$ cat config.mk
export PLATFORM = sky130hd
export DESIGN_NAME = uart_tx_configurable
export DESIGN_NICKNAME = d
export VERILOG_FILES = /design/src/rtl/uart_pkg.sv /design/src/rtl/uart_tx_fifo.sv /design/src/rtl/uart_tx_configurable.sv
export SDC_FILE = /design/constraint.sdc
export NUM_CORES = 1
export LEC_CHECK = 0
export ABC_AREA = 1
export CAP_MARGIN = 0
export CORE_MARGIN = 3
export CORE_UTILIZATION = 45
export CTS_CLUSTER_DIAMETER = 50
export DETAILED_ROUTE_END_ITERATION = 12
export SETUP_SLACK_MARGIN = 0.5
export SYNTH_ARGS = -nofsm -noshare
export SYNTH_HDL_FRONTEND = slang
export SYNTH_SLANG_ARGS = --single-unit
$ cat constraint.sdc
create_clock -name clk -period 5.1 [get_ports clk]
set_input_delay 1.02 -clock clk [delete_from_list [all_inputs] [get_ports clk]]
set_output_delay 1.02 -clock clk [all_outputs]
set_load 0.01 [all_outputs]
$ cat src/rtl/uart_pkg.sv
// -----------------------------------------------------------------------------
// uart_pkg
// Shared definitions for the configurable UART transmitter:
//   - parity encodings as they appear on cfg_parity
//   - transmitter FSM state enum
//   - reset/default divisor and the minimum divisor applied to cfg_divisor
//   - frame_parity(): parity bit for a given byte / data width / parity mode
// -----------------------------------------------------------------------------
package uart_pkg;

   localparam int DEFAULT_DIV = 1085;   // 125 MHz / 115200 baud
   localparam int MIN_DIV     = 2;      // smaller divisors are clamped to this

   // cfg_parity encoding; 2'b11 is not listed and behaves as none
   typedef enum logic [1:0] {
      PAR_NONE = 2'b00,
      PAR_EVEN = 2'b01,
      PAR_ODD  = 2'b10
   } parity_t;

   typedef enum logic [2:0] {
      ST_IDLE,
      ST_START,
      ST_DATA,
      ST_PARITY,
      ST_STOP,
      ST_BREAK,
      ST_MARK      // one mark symbol after a break is released
   } tx_state_t;

   // Parity over the transmitted data bits only (5..8 of them).
   function automatic logic frame_parity(input logic [7:0] data,
                                         input logic [1:0] data_bits,
                                         input logic [1:0] parity);
      logic [7:0] mask;
      mask = 8'hFF >> (2'd3 - data_bits);
      return (^(data & mask)) ^ (parity == PAR_ODD);
   endfunction

endpackage

$ cat src/rtl/uart_tx_fifo.sv
// -----------------------------------------------------------------------------
// uart_tx_fifo
// Synchronous FIFO buffering bytes between the register interface and the
// transmitter FSM. Writes are dropped when full, reads ignored when empty.
// Ports:
//   clk, reset   clock, synchronous active-high reset
//   wr_data      data to push          wr_en   push request
//   rd_data      head of FIFO          rd_en   pop request
//   full, empty  status               count   entries held (0..DEPTH)
// -----------------------------------------------------------------------------
module uart_tx_fifo #(
   parameter int DEPTH = 8,     // power of two, >= 2
   parameter int WIDTH = 8
) (
   input  logic                     clk,
   input  logic                     reset,
   input  logic [WIDTH-1:0]         wr_data,
   input  logic                     wr_en,
   input  logic                     rd_en,
   output logic [WIDTH-1:0]         rd_data,
   output logic                     full,
   output logic                     empty,
   output logic [$clog2(DEPTH):0]   count
);

   localparam int AW = $clog2(DEPTH);
   localparam logic [AW:0] FULL_COUNT = (AW+1)'(DEPTH);

   logic [WIDTH-1:0] mem [DEPTH];
   logic [AW-1:0]    wr_ptr;
   logic [AW-1:0]    rd_ptr;
   logic             push;
   logic             pop;

   assign push    = wr_en && !full;
   assign pop     = rd_en && !empty;
   assign full    = (count == FULL_COUNT);
   assign empty   = (count == '0);
   assign rd_data = mem[rd_ptr];

   // NOTE: sequential state uses non-blocking (<=) so every register samples
   // pre-edge values; blocking here would create order-dependent simulation.
   always_ff @(posedge clk) begin
      if (reset) begin
         wr_ptr <= '0;
         rd_ptr <= '0;
         count  <= '0;
      end else begin
         // power-of-two depth: pointers wrap by natural overflow
         if (push) wr_ptr <= wr_ptr + AW'(1);
         if (pop)  rd_ptr <= rd_ptr + AW'(1);
         case ({push, pop})
            2'b10:   count <= count + (AW+1)'(1);
            2'b01:   count <= count - (AW+1)'(1);
            default: ;
         endcase
      end
   end

   // NOTE: storage is deliberately not reset; validity is defined solely by
   // the pointers and count, and a resettable array would not map to RAM.
   always_ff @(posedge clk) begin
      if (push) mem[wr_ptr] <= wr_data;
   end

endmodule

$ cat src/rtl/uart_tx_configurable.sv
// -----------------------------------------------------------------------------
// uart_tx_configurable
// Run-time configurable UART transmitter fed from an input FIFO.
// Frame: start, 5..8 data bits LSB first, optional even/odd parity,
// 1 or 2 stop bits. Config is latched when a frame is loaded. A line break
// can be requested from IDLE; releasing it sends one mark symbol.
// Ports:
//   clk, reset       clock, synchronous active-high reset
//   cfg_divisor      clk cycles per symbol (values < 2 act as 2)
//   cfg_data_bits    data bits - 5
//   cfg_parity       00 none, 01 even, 10 odd, 11 none
//   cfg_stop2        1 = two stop bits
//   send_break       hold the line low while high (sampled in IDLE)
//   data_in / data_in_valid / data_in_ready   byte push handshake
//   serial_out       registered TX line, idle high
//   tx_busy          frame/break active or FIFO non-empty
//   fifo_count       entries held in the FIFO
// -----------------------------------------------------------------------------
module uart_tx_configurable #(
   parameter int FIFO_DEPTH = 8,
   parameter int DIV_WIDTH  = 16
) (
   input  logic                          clk,
   input  logic                          reset,
   input  logic [DIV_WIDTH-1:0]          cfg_divisor,
   input  logic [1:0]                    cfg_data_bits,
   input  logic [1:0]                    cfg_parity,
   input  logic                          cfg_stop2,
   input  logic                          send_break,
   input  logic [7:0]                    data_in,
   input  logic                          data_in_valid,
   output logic                          data_in_ready,
   output logic                          serial_out,
   output logic                          tx_busy,
   output logic [$clog2(FIFO_DEPTH):0]   fifo_count
);

   import uart_pkg::*;

   tx_state_t            state, state_n;
   logic                 out_n;
   logic                 load;        // pop FIFO and latch frame config
   logic                 mark_load;   // break released: time one mark symbol
   logic                 sym_end;
   logic [DIV_WIDTH-1:0] div_m1;      // clamped divisor minus one
   logic [DIV_WIDTH-1:0] div_q;
   logic [DIV_WIDTH-1:0] sym_cnt;
   logic [2:0]           bit_cnt;     // data bit index, then stop symbol index
   logic [2:0]           last_q;      // index of last data bit (4..7)
   logic [7:0]           shifter;
   logic                 par_en_q;
   logic                 par_bit_q;
   logic                 stop2_q;
   logic [7:0]           fifo_data;
   logic                 fifo_full;
   logic                 fifo_empty;

   uart_tx_fifo #(.DEPTH(FIFO_DEPTH), .WIDTH(8)) u_fifo (
      .clk     (clk),
      .reset   (reset),
      .wr_data (data_in),
      .wr_en   (data_in_valid),
      .rd_en   (load),
      .rd_data (fifo_data),
      .full    (fifo_full),
      .empty   (fifo_empty),
      .count   (fifo_count)
   );

   assign data_in_ready = !fifo_full;
   assign tx_busy       = (state != ST_IDLE) || !fifo_empty;
   assign sym_end       = (sym_cnt == '0);
   assign div_m1        = (cfg_divisor < DIV_WIDTH'(MIN_DIV)) ? DIV_WIDTH'(MIN_DIV - 1)
                                                              : cfg_divisor - DIV_WIDTH'(1);

   always_ff @(posedge clk) begin
      if (reset) begin
         state      <= ST_IDLE;
         serial_out <= 1'b1;
      end else begin
         state      <= state_n;
         serial_out <= out_n;
      end
   end

   // NOTE: every signal assigned below gets a default first, so no path
   // leaves it unassigned and no latch is inferred.
   always_comb begin
      state_n   = state;
      out_n     = serial_out;
      load      = 1'b0;
      mark_load = 1'b0;
      case (state)
         ST_IDLE: begin
            out_n = 1'b1;
            if (send_break) begin
               state_n = ST_BREAK;
               out_n   = 1'b0;
            end else if (!fifo_empty) begin
               state_n = ST_START;
               out_n   = 1'b0;
               load    = 1'b1;
            end
         end
         ST_START: if (sym_end) begin
            state_n = ST_DATA;
            out_n   = shifter[0];
         end
         ST_DATA: if (sym_end) begin
            if (bit_cnt != last_q) begin
               out_n = shifter[1];          // shifter moves one place this edge
            end else if (par_en_q) begin
               state_n = ST_PARITY;
               out_n   = par_bit_q;
            end else begin
               state_n = ST_STOP;
               out_n   = 1'b1;
            end
         end
         ST_PARITY: if (sym_end) begin
            state_n = ST_STOP;
            out_n   = 1'b1;
         end
         ST_STOP: if (sym_end && !(stop2_q && bit_cnt == 3'd0)) begin
            // back-to-back frames: start immediately, no idle cycle
            if (!fifo_empty) begin
               state_n = ST_START;
               out_n   = 1'b0;
               load    = 1'b1;
            end else begin
               state_n = ST_IDLE;
               out_n   = 1'b1;
            end
         end
         ST_BREAK: begin
            out_n = 1'b0;
            if (!send_break) begin
               state_n   = ST_MARK;
               out_n     = 1'b1;
               mark_load = 1'b1;
            end
         end
         ST_MARK: if (sym_end) begin
            state_n = ST_IDLE;
            out_n   = 1'b1;
         end
         default: begin
            state_n = ST_IDLE;
            out_n   = 1'b1;
         end
      endcase
   end

   // Symbol timing and frame datapath. The symbol counter free-runs outside
   // timed states; it is reloaded whenever a frame or mark symbol begins.
   always_ff @(posedge clk) begin
      if (reset) begin
         div_q     <= '0;
         sym_cnt   <= '0;
         bit_cnt   <= '0;
         last_q    <= '0;
         shifter   <= '0;
         par_en_q  <= 1'b0;
         par_bit_q <= 1'b0;
         stop2_q   <= 1'b0;
      end else if (load) begin
         div_q     <= div_m1;
         sym_cnt   <= div_m1;
         bit_cnt   <= '0;
         last_q    <= {1'b1, cfg_data_bits};
         shifter   <= fifo_data;
         par_en_q  <= (cfg_parity == PAR_EVEN) || (cfg_parity == PAR_ODD);
         par_bit_q <= frame_parity(fifo_data, cfg_data_bits, cfg_parity);
         stop2_q   <= cfg_stop2;
      end else if (mark_load) begin
         div_q   <= div_m1;
         sym_cnt <= div_m1;
      end else if (sym_end) begin
         sym_cnt <= div_q;
         if (state == ST_DATA) begin
            shifter <= shifter >> 1;
            bit_cnt <= (bit_cnt == last_q) ? 3'd0 : bit_cnt + 3'd1;
         end else if (state == ST_STOP) begin
            bit_cnt <= bit_cnt + 3'd1;
         end
      end else begin
         sym_cnt <= sym_cnt - DIV_WIDTH'(1);
      end
   end

endmodule
==> flow_metrics.env, run 1 <==
export IMPL_post_synth_cell_area_avg_um2=7.87
export IMPL_routabilityCongestion=0.874
export IMPL_r2r_end="u_fifo.count[2]"
export IMPL_hold_buffers=0
export IMPL_seq_area_frac_synth_pct=49.4
export IMPL_cts_tree="yes"
export IMPL_grt_setup_unrepaired="false"
export IMPL_yosys_warnings=0
export IMPL_die_area_um2=16100
export IMPL_syn_inst=835
export IMPL_end_kind="flop"
export IMPL_min_path_cells=2
export IMPL_core_um2=14100
export IMPL_r2r_cells=19
export IMPL_cp_slowest_cell="clkdlybuf4s50_1"
export IMPL_drtAntennaViolNets=0
export IMPL_dp_cells=1028
export IMPL_r2r_start="sym_cnt[0]"
export IMPL_routed_wl_mm=15.3
export IMPL_worstMarginPinSlew_ns=1.04
export IMPL_hold_viol_final=0
export IMPL_r2r_slack_ns=1.98
export IMPL_crit_path_max_incr_delay_ns=0.47
export IMPL_fp_row_count=43
export IMPL_stdcell_count=1060
export IMPL_post_cts_resized=0
export IMPL_cts_root_buf="clkbuf_16"
export IMPL_path_buf_inv=4
export IMPL_fmax_mhz=314
export IMPL_clockBufferDepth=2
export IMPL_ys_ff_latch=130
export IMPL_min_from="div_q[15]"
export IMPL_vias=5470
export IMPL_internal_power_mw=2.51
export IMPL_p_switching_mw=1.64
export IMPL_clk_latency_ns=0.43
export IMPL_synth_area_top_cells="edfxtp_1 29%, dfxtp_1 20%, nand2_1 12%"
export IMPL_drt_first_iter_violations=384
export IMPL_async_reset_ff_share_pct=0
export IMPL_syn_nets=878
export IMPL_fin_crit_sh_pct=62.4
export IMPL_setup_violations=0
export IMPL_ys_flop_type="dfxtp_1"
export IMPL_switching_share_pct=39.5
export IMPL_yosysTopAreaCellShare_pct=29.3
export IMPL_grt_pass1_vias=5181
export IMPL_ios=40
export IMPL_worstPathRequired_ns=5.42
export IMPL_cap_violations=0
export IMPL_min_delay_path_class="reg -> reg"
export IMPL_layout_commonest_cell="nand2_1"
export IMPL_htree_levels=4
export IMPL_start_util_pct=46.6
export IMPL_antenna_found_initial=0
export IMPL_power_density_nw_per_um2=545
export IMPL_die_w_um=127
export IMPL_clkPwrFrac_pct=28.5
export IMPL_holdPathEnd="div_q[15]"
export IMPL_crit_top_cell="inv_1"
export IMPL_cts_sinks=130
export IMPL_diodes=0
export IMPL_synthDistinctLibCells=42
export IMPL_grt_total_usage_pct=19.9
export IMPL_syn_area_um2=6570
export IMPL_p_seq_share_pct=33.7
export IMPL_cts_made_buffers=17
export IMPL_max_slew_margin_pct=30.1
export IMPL_cp_cell_sequence="clkdlybuf4s50_1, nor3_1, inv_1, nand2_2, ha_1, nand2_1, inv_1, nor2_1, ha_1, a21oi_1, xor2_1, o21ai_0, inv_1"
export IMPL_nNetsFinal=910
export IMPL_crit_arrival_ns=3.51
export IMPL_grt_pass1_wl_mm=25.3
export IMPL_yosys_area_top_type="edfxtp_1"
export IMPL_crit_fanout=24
export IMPL_syn_to_final_growth_pct=16.1
export IMPL_portBuffers=39
export IMPL_postCtsSetupBuffers=0
export IMPL_peakVddDrop_v=0.000259
export IMPL_crit_type="in -> reg"
export IMPL_leakage_nw=3.24
export IMPL_drt_vias_per_instance=5.16
export IMPL_final_layout_size_suffix_gt1_share_pct=6.02
export IMPL_synth_edf_count=64
export IMPL_die_h_um=127
export IMPL_start_kind="input pin"
export IMPL_fin_worst_skew_ns=0.00794
export IMPL_fin_util_pct=54.1
export IMPL_setup_tns_final_ns=0
export IMPL_layout_common_cells="207 x nand2_1, 109 x inv_1, 95 x nor2_1"
export IMPL_dr_pass1_iters=5
export IMPL_status="finished, final reports clean"
export IMPL_grt_max_degree=50
export IMPL_grt_overflow_total=0
export IMPL_hpwl_mm=10.3
export IMPL_drc=0
export IMPL_fin_crit_ns=3.18
export IMPL_path_clk_slew_ns=0.06
export IMPL_drv_slew=0
export IMPL_wl_per_cell_um=14.4
export IMPL_crit_family="simple AND/OR/NAND/NOR gates"
export IMPL_pwr_share_comb_pct=37.8
## synthesized netlist by cell type, types with 2 or more instances
master    number
o21ai_0       42
nand2_1      207
dfxtp_1       66
o22ai_1        2
buf_4          2
nor2_1        95
or2_2          4
nor2_2         3
nand3_1       80
xor2_1        15
xnor2_1       13
nor4_1         2
o211ai_1       3
nor2_4         2
ha_1          10
clkbuf_1      14
nor3_1         9
nand2_2        2
nand4_1        3
a21oi_1       53
a31oi_1        7
inv_1        109
buf_2          9
and3_1         2
edfxtp_1      64
## cell families after synthesis
family                   count (synthesis)  synth area share (%)
buffers and inverters                  138                  8.28
XOR/XNOR                                28                  3.73
flip-flops                             130                  49.4
adder cells (fa/ha/maj)                 10                  1.90
AO/OA/AOI/OAI                          111                  9.08
AND/OR/NAND/NOR                        418                  27.6
## power by group through the flow
stage	clock network [mW]	registers (mW)	logic (mW)
finish	1.18	1.40	1.57
global route	1.25	1.42	1.80
CTS	1.20	1.40	1.57
detailed placement	0	1.42	1.57
global placement	0	1.42	1.52
floorplan	0	1.38	1.22
## worst reg2reg max path, stage by stage, from the launching register on
cell	delay, ns
dfxtp_1	0.31
inv_1	0.09
ha_1	0.21
nand2_2	0.14
nor2_8	0.14
nand2_4	0.07
nor2_4	0.12
nand3_4	0.17
nor2_4	0.18
nand2_1	0.09
nand2_2	0.32
ha_1	0.31
nand2_1	0.07
inv_1	0.08
nor2_1	0.06
ha_1	0.18
a21oi_1	0.16
xor2_1	0.10
o21ai_0	0.15
inv_1	0.05
## per-layer routing
metal / vias to the layer above / track usage [%] / wire length [um]
li1: 2778 / - / -
met4: 0 / 6.25 / 221
met5: - / 0 / 0
met3: 21 / 5.77 / 812
met2: 139 / 31.6 / 6970
met1: 2532 / 26.5 / 7240
## final cells by class
cell class | count | area, um2
Clock inverter | 15 | 145
Fill cell | 1338 | 6460
Multi-Input combinational cell | 567 | 2780
Timing Repair Buffer | 40 | 393
Sequential cell | 130 | 3240
Tap cell | 180 | 225
Clock buffer | 17 | 425
Inverter | 111 | 417
## stage by stage
| stage | setup slack (ns) | total power, mW | area [um2] | hold WS (ns) |
|---|---|---|---|---|
| after CTS | 1.94 | 4.18 | 7630 | 0.463 |
| after detailed placement | 1.48 | 2.99 | 7060 | 0.453 |
| after floorplan | 2.37 | 2.60 | 6570 | 0.440 |
| final | 1.92 | 4.16 | 7630 | 0.463 |
| after global placement | 1.64 | 2.94 | 7060 | 0.447 |
| after global routing | 1.65 | 4.48 | 7630 | 0.481 |
## registers in the layout (all words and copies together) (netlist names), 3 cells and up, named ones only
| name | cells |
|---|---|
| u_fifo.rd_ptr | 3 |
| u_fifo.wr_ptr | 3 |
| sym_cnt | 16 |
| state | 3 |
| last_q | 3 |
| div_q | 16 |
| u_fifo.count | 4 |
| shifter | 8 |
| u_fifo.mem | 64 |
| bit_cnt | 3 |
## worst max-delay path by stage
stage / from / endpoint / slack, ns / cells after the start
final: send_break / u_fifo.count[2] / 1.92 / 13
after global routing: sym_cnt[0] / u_fifo.count[2] / 1.65 / 19
after CTS: send_break / u_fifo.count[2] / 1.94 / 13
after detailed placement: send_break / u_fifo.count[2] / 1.48 / 13
after global placement: send_break / u_fifo.count[2] / 1.64 / 13
after floorplan: send_break / u_fifo.count[2] / 2.37 / 13
(Power assumes the default switching activity.)
==> run 2, diff against run 1 <==
- PLACE_DENSITY: not set -> 0.66
- clock period: 5.1 -> 2.6 ns (I/O delays scaled with it)
==> run 2 against run 1 <==
Against the previous run: via count rose by 0.38%; sequential cell count did not move; global-route usage fell by 0.67 points; sequential power rose by 96%; largest cell class unchanged; critical endpoint unchanged; final cell count rose by 4.0%; worst setup slack got worse by 1.6 ns; routed wire length rose by 0.96%; critical path depth rose by 4; critical path type is now reg -> reg; clock-buffer cell count rose by 2; sequential share of layout area fell by 2.2 points.
==> flow_metrics.env, run 2 (same netlist as run 1, synthesis figures left out) <==
export IMPL_status="finished, final reports clean"
export IMPL_drtAntennaViolNets=0
export IMPL_peakVddDrop_v=0.000525
export IMPL_drt_vias_per_instance=4.98
export IMPL_grt_overflow_total=0
export IMPL_wl_per_cell_um=14.0
export IMPL_r2r_slack_ns=0.31
export IMPL_path_buf_inv=1
export IMPL_fin_crit_sh_pct=88.0
export IMPL_regArea_um2=3250
export IMPL_drc=0
export IMPL_drv_slew=0
export IMPL_clockBufferDepth=2
export IMPL_crit_fanout=3
export IMPL_cts_root_buf="clkbuf_16"
export IMPL_largest_register="u_fifo.mem"
export IMPL_r2r_end="u_fifo.count[2]"
export IMPL_syn_to_final_growth_pct=22.6
export IMPL_core_um2=14100
export IMPL_grt_pass1_vias=5044
export IMPL_cp_cell_sequence="nor2_2, nand2_2, nor2_4, nand2_4, nor2_4, nand3_4, nor2_4, nand2_2, nand2_4, ha_4, nor2_1, nor2_2, ha_2, a21oi_2, xor2_1, o21ai_1, inv_1"
export IMPL_crit_start="sym_cnt[7]"
export IMPL_clk_latency_ns=0.41
export IMPL_fin_crit_ns=2.29
export IMPL_start_util_pct=46.6
export IMPL_grt_setup_unrepaired="true"
export IMPL_routabilityCongestion=0.807
export IMPL_die_area_um2=16100
export IMPL_max_slew_margin_pct=64.5
export IMPL_cts_made_buffers=17
export IMPL_nNetsFinal=953
export IMPL_worstPathRequired_ns=2.91
export IMPL_start_kind="flop"
export IMPL_total_power_mw=8.49
export IMPL_diodes=0
export IMPL_r2r_cells=17
export IMPL_htree_levels=4
export IMPL_vias=5491
export IMPL_power_density_nw_per_um2=1050
export IMPL_crit_path_max_incr_delay_ns=0.34
export IMPL_grt_pass1_wl_mm=24.8
export IMPL_layout_commonest_cell="nand2_1"
export IMPL_grt_total_usage_pct=19.3
export IMPL_final_layout_size_suffix_gt1_share_pct=13.3
export IMPL_fin_worst_skew_ns=0.00544
export IMPL_setup_tns_final_ns=0
export IMPL_drt_first_iter_violations=493
export IMPL_cap_violations=0
export IMPL_portBuffers=39
export IMPL_crit_arrival_ns=2.59
export IMPL_routed_wl_mm=15.4
export IMPL_crit_family="simple AND/OR/NAND/NOR gates"
export IMPL_leakage_nw=3.44
export IMPL_r2r_start="sym_cnt[7]"
export IMPL_crit_type="reg -> reg"
export IMPL_fillers=1320
export IMPL_largest_reg_flops=64
export IMPL_cp_endpoint="u_fifo.count[2]"
export IMPL_layout_common_cells="205 x nand2_1, 105 x inv_1, 86 x nor2_1"
export IMPL_min_from="div_q[15]"
export IMPL_crit_cells=17
export IMPL_fmax_mhz=437
export IMPL_hold_viol_final=0
export IMPL_cp_slowest_cell="dfxtp_1"
export IMPL_multi_input_area_um2=2890
export IMPL_crit_top_cell="nor2_4"
export IMPL_dr_pass1_iters=7
export IMPL_fp_row_count=43
export IMPL_ios=40
export IMPL_end_kind="flop"
export IMPL_die_w_um=127
export IMPL_path_clk_slew_ns=0.06
export IMPL_cts_tree="yes"
export IMPL_hpwl_mm=10.0
export IMPL_hold_buffers=0
export IMPL_antenna_found_initial=0
export IMPL_grt_max_degree=49
export IMPL_top_regs="u_fifo.mem x64, div_q x16, sym_cnt x16"
export IMPL_worstMarginPinSlew_ns=0.532
export IMPL_die_h_um=127
export IMPL_cts_sinks=130
export IMPL_setup_violations=0
export IMPL_min_delay_path_class="reg -> reg"
export IMPL_fin_util_pct=57.2
run 2: worst min path at each step:
stage	end	slack, ns	cells past startpoint
floorplan	div_q[14]	0.44	2
global placement	div_q[0]	0.45	2
detailed placement	div_q[6]	0.45	2
CTS	div_q[6]	0.46	2
global route	div_q[10]	0.48	2
finish	div_q[15]	0.46	2
run 2: layout make-up:
cell class	instances	area share, %
inverters	111	5.22
multi-input cells	567	35.9
repair buffers	83	9.32
well taps	180	2.80
flip-flops and latches	130	40.3
clock buffers	19	5.37
clock inverters	12	1.07
run 2: routing by layer:
| metal | track usage, % | wire [um] | share of wire [%] |
|---|---|---|---|
| met1 | 26.8 | 7390 | 48 |
| met2 | 29.5 | 7090 | 46 |
| met5 | 0 | 0 | 0 |
| met4 | 6.94 | 242 | 1.6 |
| met3 | 4.46 | 682 | 4.4 |
run 2: timing repair:
item | CTS | global route
gates resized for setup | 11 | 23
endpoints found under the setup margin | 5 | 36
cloned | 0 | 0
pin swaps | 10 | 3
setup buffers | 9 | 10
run 2: tightest hold or removal path, cell delays in order, from the launching register on:
cell and delay (ns):
dfxtp_1 0.30, nand2_1 0.06, a21oi_1 0.05
run 2: power by group:
group	switching (mW)	internal, mW	total [mW]
combinational	2.18	1.48	3.66
sequential	0.244	2.50	2.75
clock	0.875	1.21	2.09
total	3.30	5.19	8.49
run 2: stage by stage:
| step | std cells | hold slack, ns | instance area (um2) | setup WS, ns |
|---|---|---|---|---|
| CTS | 1092 | 0.461 | 7890 | 0.365 |
| floorplan | 835 | 0.440 | 6610 | 0.185 |
| detailed placement | 1052 | 0.452 | 7290 | 0.158 |
| global route | 1102 | 0.482 | 8060 | 0.171 |
| global placement | 1052 | 0.449 | 7290 | 0.195 |
| finish | 1102 | 0.459 | 8060 | 0.313 |
==> run 3, diff against run 2 <==
- CELL_PAD_IN_SITES_DETAIL_PLACEMENT: not set -> 0
- CELL_PAD_IN_SITES_GLOBAL_PLACEMENT: not set -> 1
- CORE_UTILIZATION: 45 -> 41
- PLACE_DENSITY: 0.66 -> not set
- PLACE_DENSITY_LB_ADDON: not set -> 0.1
- SYNTH_HIERARCHICAL: not set -> 1
==> run 3 against run 2 <==
Against the previous run: critical path depth unchanged; synthesized cell count is 4.6% lower; sequential cell count stayed put; clock-buffer cell count decreased by 2.
==> flow_metrics.env, run 3 <==
export IMPL_cts_root_buf="clkbuf_16"
export IMPL_cts_tree="yes"
export IMPL_ys_top_cells_by_count="188 x nand2_1, 125 x nor2_1, 66 x dfxtp_1, 64 x edfxtp_1, 62 x inv_1"
export IMPL_crit_arrival_ns=2.38
export IMPL_yosys_area_top_type="edfxtp_1"
export IMPL_drv_slew=0
export IMPL_clk_latency_ns=0.42
export IMPL_r2r_cells=17
export IMPL_synth_most_common_cell="nand2_1"
export IMPL_ys_flop_type="dfxtp_1"
export IMPL_crit_path_max_incr_delay_ns=0.32
export IMPL_setup_violations=0
export IMPL_routed_wl_mm=15.9
export IMPL_multi_input_area_um2=3030
export IMPL_r2r_end="u_fifo/count[2]"
export IMPL_nNetsFinal=920
export IMPL_final_setup_worst_slack_ns=0.535
export IMPL_fin_worst_skew_ns=0.0100
export IMPL_vias=5425
export IMPL_drc=0
export IMPL_start_util_pct=42.4
export IMPL_r2r_start="sym_cnt[0]"
export IMPL_wl_per_cell_um=14.4
export IMPL_min_delay_path_class="reg -> reg"
export IMPL_stdcell_count=1101
export IMPL_syn_nets=840
export IMPL_syn_area_um2=6550
export IMPL_final_cell_area_um2=8180
export IMPL_cts_made_buffers=17
export IMPL_drt_vias_per_instance=4.93
export IMPL_synth_area_top_cells="edfxtp_1 29%, dfxtp_1 20%, nand2_1 11%"
export IMPL_synthDistinctLibCells=40
export IMPL_post_synth_cell_area_avg_um2=8.22
export IMPL_drt_first_iter_violations=366
export IMPL_layout_commonest_cell="nand2_1"
export IMPL_cap_violations=0
export IMPL_leakage_nw=3.31
export IMPL_switching_share_pct=40.2
export IMPL_power_density_nw_per_um2=1130
export IMPL_syn_inst=797
export IMPL_path_clk_slew_ns=0.06
export IMPL_min_path_cells=2
export IMPL_worstMarginPinSlew_ns=0.559
export IMPL_diodes=0
export IMPL_fin_crit_sh_pct=79.4
export IMPL_grt_pass1_wl_mm=25.2
export IMPL_die_h_um=132
export IMPL_grt_setup_unrepaired="true"
export IMPL_clockBufferDepth=2
export IMPL_grt_pass1_vias=5052
export IMPL_fin_hold_ws_ns=0.462
export IMPL_holdPathEnd="div_q[15]"
export IMPL_largest_register="u_fifo/mem"
export IMPL_yosys_warnings=6
export IMPL_ios=40
export IMPL_crit_top_cell="ha_4"
export IMPL_antenna_found_initial=0
export IMPL_p_seq_share_pct=31.3
export IMPL_fp_row_count=45
export IMPL_place_area_um2=7240
export IMPL_pre_cts_ws_ns=0.0853
export IMPL_crit_type="reg -> reg"
export IMPL_ys_ff_latch=130
export IMPL_start_kind="flop"
export IMPL_worstPathRequired_ns=2.91
export IMPL_hold_buffers=0
export IMPL_syn_to_final_growth_pct=24.9
export IMPL_hpwl_mm=11.0
export IMPL_die_w_um=132
export IMPL_final_layout_size_suffix_gt1_share_pct=17.0
export IMPL_routabilityCongestion=0.868
export IMPL_grt_overflow_total=0
export IMPL_internal_power_mw=5.53
export IMPL_drtAntennaViolNets=0
export IMPL_layout_common_cells="182 x nand2_1, 121 x nor2_1, 64 x edfxtp_1"
export IMPL_fin_crit_ns=2.06
export IMPL_die_area_um2=17500
export IMPL_htree_levels=4
export IMPL_pwr_share_comb_pct=43.7
export IMPL_fmax_mhz=484
export IMPL_top_regs="u_fifo/mem x64, div_q x16, sym_cnt x16"
export IMPL_crit_fanout=5
export IMPL_grt_total_usage_pct=17.9
export IMPL_dp_cells=1041
export IMPL_synth_edf_count=64
export IMPL_fillers=1463
export IMPL_peakVddDrop_v=0.000469
export IMPL_core_um2=15400
export IMPL_grt_max_degree=33
export IMPL_largest_reg_flops=64
export IMPL_seq_area_frac_synth_pct=49.5
export IMPL_r2r_slack_ns=0.54
export IMPL_dr_pass1_iters=7
export IMPL_cp_slowest_cell="dfxtp_2"
export IMPL_min_from="div_q[15]"
export IMPL_p_switching_mw=3.71
export IMPL_cts_sinks=130
export IMPL_async_reset_ff_share_pct=0
export IMPL_yosysTopAreaCellShare_pct=29.4
export IMPL_regArea_um2=3270
export IMPL_setup_tns_final_ns=0
export IMPL_portBuffers=39
export IMPL_max_slew_margin_pct=62.8
export IMPL_clkPwrFrac_pct=24.9
export IMPL_cp_cell_sequence="inv_2, ha_4, nand2_8, nor2_4, nand4_4, nand2_4, nand2_4, inv_4, ha_4, nand2_2, inv_2, nor2_4, ha_4, a21oi_2, xnor2_1, o21ai_1, inv_1"
export IMPL_hold_viol_final=0
export IMPL_end_kind="flop"
export IMPL_status="finished, final reports clean"
==> run 3: how the worst max path moves through the flow <==
stage | from | endpoint | slack [ns] | depth (start not counted)
final | sym_cnt[0] | u_fifo/count[2] | 0.54 | 17
after global routing | sym_cnt[0] | u_fifo/count[2] | 0.43 | 17
after CTS | sym_cnt[0] | u_fifo/count[2] | 0.46 | 17
after detailed placement | send_break | u_fifo/count[2] | 0.09 | 15
after global placement | send_break | u_fifo/count[2] | 0.13 | 15
after floorplan | sym_cnt[0] | u_fifo/count[2] | 0.41 | 17
==> run 3: stage by stage <==
step                utilization, %  total power [mW]
floorplan                        -              5.56
global placement              46.9              6.41
detailed placement            46.9              6.46
CTS                           51.3              8.98
global route                  53.0              9.92
finish                        53.0              9.24
==> run 3: per-layer routing <==
| metal | wire length [um] | part of all wire (%) | GRT usage (%) | vias to the layer above |
|---|---|---|---|---|
| li1 | - | - | - | 2793 |
| met1 | 7690 | 49 | 25.0 | 2528 |
| met2 | 7360 | 46 | 28.1 | 85 |
| met3 | 587 | 3.7 | 3.78 | 19 |
| met4 | 215 | 1.4 | 5.60 | 0 |
| met5 | 0 | 0 | 0 | - |
==> run 3: power by group through the flow <==
stage | combinational (mW) | clock, mW | sequential (mW)
after floorplan | 2.73 | 0 | 2.83
after global placement | 3.52 | 0 | 2.90
after detailed placement | 3.56 | 0 | 2.90
after CTS | 3.74 | 2.36 | 2.87
after global routing | 4.54 | 2.44 | 2.94
final | 4.04 | 2.31 | 2.89
==> run 3: repair_timing <==
action | CTS | global route
resized for setup | 16 | 31
setup buffers | 9 | 18
endpoints found under the setup margin | 6 | 6
gates cloned | 0 | 1
pin swaps | 8 | 19
==> run 3: cell type report <==
class | instances | area share, %
flip-flops and latches | 130 | 40.0
repair buffers | 84 | 9.44
well taps | 211 | 3.23
inverters | 69 | 3.29
clock inverters | 15 | 1.81
multi-input cells | 575 | 37.1
clock buffers | 17 | 5.20
==> run 3: cells by family after synthesis <==
kind of cell               Yosys count  share of synthesized area (%)
AOI/OAI and AO/OA                  135                           11.0
and+or+nand+nor                    399                           26.7
buffers and inverters               92                           6.55
xor gates and xnor gates            23                           3.08
DFF                                130                           49.5
adders and majority gates           10                           1.91
muxes                                8                           1.22
==> run 3: worst max-delay path: cells and delay by family (launching register included) <==
kind                     cells  cell delay, ns
AND/OR/NAND/NOR              7            0.65
adder cells (fa/ha/maj)      3            0.45
flip-flops                   1            0.32
buffers and inverters        4            0.24
AO/OA/AOI/OAI                2            0.22
XOR/XNOR                     1            0.08
